$ cat config.mk
export PLATFORM = sky130hd
export DESIGN_NAME = pres_dc
export DESIGN_NICKNAME = d
export VERILOG_FILES = /design/src/rtl/pres_dc.sv
export SDC_FILE = /design/constraint.sdc
export NUM_CORES = 1
export LEC_CHECK = 0
export ABC_AREA = 0
export BUFFER_PORTS_ARGS = -buffer_cell sky130_fd_sc_hd__buf_2
export CAP_MARGIN = 0
export CORE_AREA = 2 2 39 41
export CTS_BUF_LIST = sky130_fd_sc_hd__clkbuf_8
export DETAILED_ROUTE_END_ITERATION = 6
export DIE_AREA = 0 0 41 43
export PLACE_DENSITY = 0.54
export SETUP_SLACK_MARGIN = 0.3
export SLEW_MARGIN = 20
export SYNTH_ARGS = -nofsm -noshare
export SYNTH_HDL_FRONTEND = slang
export SYNTH_SLANG_ARGS = --single-unit
$ cat constraint.sdc
create_clock -name CLOCK -period 1.59 [get_ports CLOCK]
set_input_delay 0.0795 -clock CLOCK [delete_from_list [all_inputs] [get_ports CLOCK]]
set_output_delay 0.0795 -clock CLOCK [all_outputs]
set_load 0.02 [all_outputs]
$ cat src/rtl/pres_dc.sv
`default_nettype none
// ============================================================================
// Module   : pres_dc
// Purpose  : Presettable down-counter / interval timer with one-cycle terminal
//            count pulse. Define AUTO_RELOAD_EN for periodic auto-reload mode.
// Revision : 1.0  initial release
// ============================================================================
module pres_dc #(
  parameter int reg_size = 4
) (
  input  logic                CLOCK,
  input  logic                RESET,
  input  logic [reg_size-1:0] P,
  input  logic                LOAD,
  input  logic                ENABLE,
  output logic [reg_size-1:0] Q,
  output logic                TC,
  output logic                BUSY
);

  typedef enum logic [1:0] {
    IDLE = 2'd0,
    RUN  = 2'd1,
    DONE = 2'd2
  } state_t;

  localparam logic [reg_size-1:0] ONE  = reg_size'(1);
  localparam logic [reg_size-1:0] ZERO = '0;

  state_t state;

`ifdef AUTO_RELOAD_EN
  logic [reg_size-1:0] reload;
`endif

  always_ff @(posedge CLOCK) begin
    if (RESET) begin
      state <= IDLE;
      Q     <= ZERO;
      TC    <= 1'b0;
      BUSY  <= 1'b0;
`ifdef AUTO_RELOAD_EN
      reload <= ZERO;
`endif
    end else if (LOAD) begin
      // A load wins over any decrement or terminal event on the same edge.
      Q  <= P;
      TC <= 1'b0;
`ifdef AUTO_RELOAD_EN
      reload <= P;
`endif
      if (P != ZERO) begin
        state <= RUN;
        BUSY  <= 1'b1;
      end else begin
        state <= DONE;
        BUSY  <= 1'b0;
      end
    end else begin
      TC <= 1'b0;
      if (state == RUN && ENABLE) begin
        if (Q > ONE) begin
          Q <= Q - ONE;
        end else if (Q == ONE) begin
          Q  <= ZERO;
          TC <= 1'b1;
`ifndef AUTO_RELOAD_EN
          state <= DONE;
          BUSY  <= 1'b0;
`endif
        end else begin
`ifdef AUTO_RELOAD_EN
          // Zero in RUN only occurs after a terminal event in reload mode.
          Q <= reload;
`endif
        end
      end
    end
  end

endmodule
`default_nettype wire

After elaboration in Yosys (flattened, before gate mapping):

Index checks and enable logic that the tools add are counted.

* flip-flop bits (word level): 8
* bits in latches: 0
* memory bits (writable): 0
* memory bits (read-only): 0
* bits of input ports: 8
* output and inout bits: 6
* logic and storage cells: 33
* memories kept: 0

* $add $sub $neg: 1
* multipliers: 0
* div/mod/pow operators: 0
* order comparisons: 1
* equal/unequal tests: 3
* shifts and indexed selects: 0
* muxes and demuxes: 15
* bitwise gates (word level): 1
* reductions and logical operators: 8

Operators with widths (count)
* two-way mux 4 bit: 4
* two-way mux 2 bit: 5
* two-way mux 1 bit: 6
* == test 4 x 1 -> 1 bit (second input constant): 1
* greater-than comparator 4 x 1 -> 1 bit (second input constant): 1
* nonzero test 2 bit: 2
* nonzero test 4 bit: 1
* OR reduction 4 bit: 1
* subtractor 4 x 1 -> 4 bit (second input constant): 1
* AND reduction 3 bit: 1
* nonzero test 3 bit: 1
* == test 2 x 1 -> 1 bit (second input constant): 1
* != test 2 bit (second input constant): 1
* AND reduction 2 bit: 1
* logical AND 1 bit: 1
* inverter 1 bit: 1

Longest topological paths before layout:

* depth in word-level cells: 5
* mapped depth: 5
* gate-level depth less buffers: 5

Worst setup path before layout:

Ideal clock, no wire load.

* path type: register to register
* start point: reg Q[0]
* end point: reg Q[3]
* library setup time: 91 ps
* arrival time: 1312 ps
* data required time: 1499 ps
* setup slack: 187 ps
* cell stages (with the launch flop): 6
* buffers on the path: 0
* period minus slack after synthesis: 1403 ps
* path through: dfxtp_1 -> inv_1 -> ha_1 -> nor2_1 -> nand4b_1 -> a311oi_1

* word-level cells in the longest chain between the ends: 4
* elaborated cells on any way between the ends: 8
* those cells by class: add/sub: 1; order compare: 1; eq/ne: 1; mux: 3; reduce/logical: 2

RTL lines
* start: declaration: line 16 `output logic [reg_size-1:0] Q,`
* start signal: assignment: line 63 `Q <= Q - ONE;`
* subtractor 4 x 1 -> 4 bit or greater-than comparator 4 x 1 -> 1 bit (tied branches): line 63, 62
* two-way mux 4 bit: line 62 `if (Q > ONE) begin`
* two-way mux 4 bit: line 61 `if (state == RUN && ENABLE) begin`
* two-way mux 4 bit: line 45 `end else if (LOAD) begin`

Parallel ways exist; a longest one is shown, timed or not. The select of a mux whose other input is x is not followed.
A chain may end at the register's enable or synchronous reset.

Worst setup path after layout:

* start point: reg Q[1]
* end point: reg Q[3]

The elaborated chain is that of the path after synthesis.

==> results.md <==
* Yosys warns at 0
* Ports at 14
* CTS tree: yes
* Clk buf depth at 2
* Vias in the first global route at 408
* R2R Setup Slk at 0.31 ns
* Clock Sinks at 7
* Num CTS Buffers at 3
* Final setup violation count at 0
* Fin. Hold Viols at 0
* Worst hold path depth at 2
* Worst Path Max Fanout at 5
* Clock root buffer: clkbuf_8
* Least-Margin Pin Slew at 0.418 ns
* Main combinational cell family by area after synthesis: compound AO/OA/AOI/OAI gates
* Slew Limit Fails at 0
* Post-synthesis average cell area at 8.90 um2
* Final period util at 0.803
* Post-Synthesis Cells at 44
* Initial DRC Count at 13
* Rel. slew slack at 0.718
* Final net count at just over 70
* Layout area overhead at 47.0%
* Antenna violations before repair at 0
* Layout cell share with drive strength beyond 1 at 0.393
* Mean number of vias per cell at 5.47
* Reg2reg path depth at 5
* H-Tree Depth at 1
* Final Worst Setup Slack at 0.313 ns
* Dpl cells at 73
* Pre-CTS WS at 0.295 ns
* Unrepaired setup endpoints after global routing: no
* Synthesized flop and latch total at 7
* Die height at 43 um
* Post-synthesis simple-gate area fraction at 0.259
* Total Routed Length at 1080 um
* WP data required at 1.71 ns
* Outcome: finished clean
* Sequential share of the synthesized area at 0.358
* First-pass GRT wire length at 1670 um
* Worst-Skew Late Latency at 0.23 ns
* Main area contributors after synthesis: dfxtp_1 36%, ha_1 6.4%, inv_1 4.8%, nor2_1 4.8%, a311oi_1 4.5%
* Reg clk slew, reported paths at 0.04 ns
* Width of the die at 41 um
* Period minus WS final at about 1.3 ns
* Startpoint types: flop
* Maxcap violations at 0
* TNS Setup at 0 ns
* Mapped Area at 392 um2
* Synth area leader: dfxtp_1
* Post-synth top area share at 0.358
* Routed Antenna Nets at 0
* Placed wire-length estimate at approximately 740 um
* Antenna diodes at 0
* Row count at 14
* Mapped Nets at 54
* Largest net degree at the start of global routing at 10
* Power Total at 572 uW
* F_max at about 0.78 GHz
* Core area at 1380 um2
* Final Non-Filler Cells at 77
* DR pass1 iterations at 4
* Setup Crit Path Kind: reg -> reg
* GRT overflow at 0
* Pwr dens at 994 nW/um2
* Initial core utilization at 0.283
* Crit. End Element: flop
* Arrival time worst endpoint at 1.40 ns
* Mux cell area share after synthesis at 0
* Leakage at 0.252 nW
* Maximum VDD drop at 0.615 mV
* DRC at 0
* Gp weighted congestion at 0.814
* Hold_buf cts at 0
* DR WL/cell at roughly 14 um
* Vias at about 420
* GR Util All Layers at 0.151
* Adder-Cell Fraction of Synth Area at 0.0639
* Post-Synth XOR/XNOR Area at 0
* Max Clock Skew at 0.00560 ns
* DIE AREA at 1760 um2
* Count of input and output buffers at 13
* Synth Area in Compound Gates at 0.272
* Synth cell types at 22
* Min Hold Slack at 0.105 ns
* Min-Delay Path Class: in -> reg
## stage by stage
stage | util | area, um2
global route | 0.416 | 576
global placement | 0.348 | 482
finish | 0.416 | 576
detailed placement | 0.348 | 482
CTS | 0.382 | 529
floorplan | - | 397
## path summary, 6_finish.rpt
kind | startpoint | end
worst max-delay path | Q[1] | Q[3]
worst min-delay path | RESET | Q[2]
worst max register to register | Q[1] | Q[3]
worst min register to register | state[0] | state[0]
## critical path, stage by stage, from the launching register on
cell	delay, ns
dfxtp_2	0.35
inv_1	0.10
ha_4	0.20
nor2_4	0.13
nand4b_1	0.10
a311oi_1	0.28
## report_power, final
part           switching [mW]  total (mW)  internal (mW)
Combinational          0.0634       0.114         0.0510
Sequential             0.0193       0.207          0.188
Clock                  0.0832       0.251          0.167
Total                   0.166       0.572          0.406
## cells by family after synthesis
family	after synthesis
flip-flops	7
AND/OR/NAND/NOR	16
buffers and inverters	5
AO/OA/AOI/OAI	14
adder cells (fa/ha/maj)	2
## final cells by class
class | instances | area [um2]
clock buffers | 3 | 41.3
repair buffers | 13 | 65.1
well taps | 16 | 20.0
inverters | 5 | 18.8
multi-input cells | 32 | 282
clock inverters | 1 | 3.75
fillers | 153 | 808
flip-flops and latches | 7 | 145
## cell usage in the layout, fill, tap and decap left out
master / n
o211ai_1: 1
o41ai_1: 2
ha_4: 2
o21ai_0: 2
o22ai_1: 1
nor3_1: 2
a31o_1: 1
nand2_1: 1
nand3b_1: 1
nand4b_1: 2
nand3_1: 2
dfxtp_1: 5
dfxtp_2: 1
o211a_1: 1
nor4b_4: 1
dfxtp_4: 1
nor2_4: 1
a311oi_1: 2
and3b_2: 1
buf_2: 13
o21ai_1: 1
a31oi_1: 1
inv_1: 6
nor2_1: 4
and4_1: 1
o311ai_1: 1
clkbuf_8: 3
o311ai_2: 1
## registers in the layout, indices dropped and copies added (netlist names)
register,count
Q,4
state,2
TC,1
## metal layers
layer,global-route usage,wire (um),up-vias
li1,-,-,209
met1,0.169,492,195
met2,0.191,500,13
met3,0.0628,45,4
met4,0.167,45,0
met5,0,0,-
## cells in the mapped netlist, drive strengths merged
master and number:
o311ai 2, a31oi 1, a311oi 2, ha 2
and3b 1, o21ai 3, o41ai 2, o211ai 1
nor2 5, o211a 1, and4 1, nor3 2
nand4b 2, nand2 1, dfxtp 7, nand3b 1
nor4b 1, inv 5, a31o 1, nand3 2
o22ai 1
## repair_timing
action	in CTS	in global routing
pin swaps	0	2
resized for setup	1	7
setup endpoints to repair	1	4
cloned	0	0
setup buffers	0	0
(Power assumes the default switching activity.)
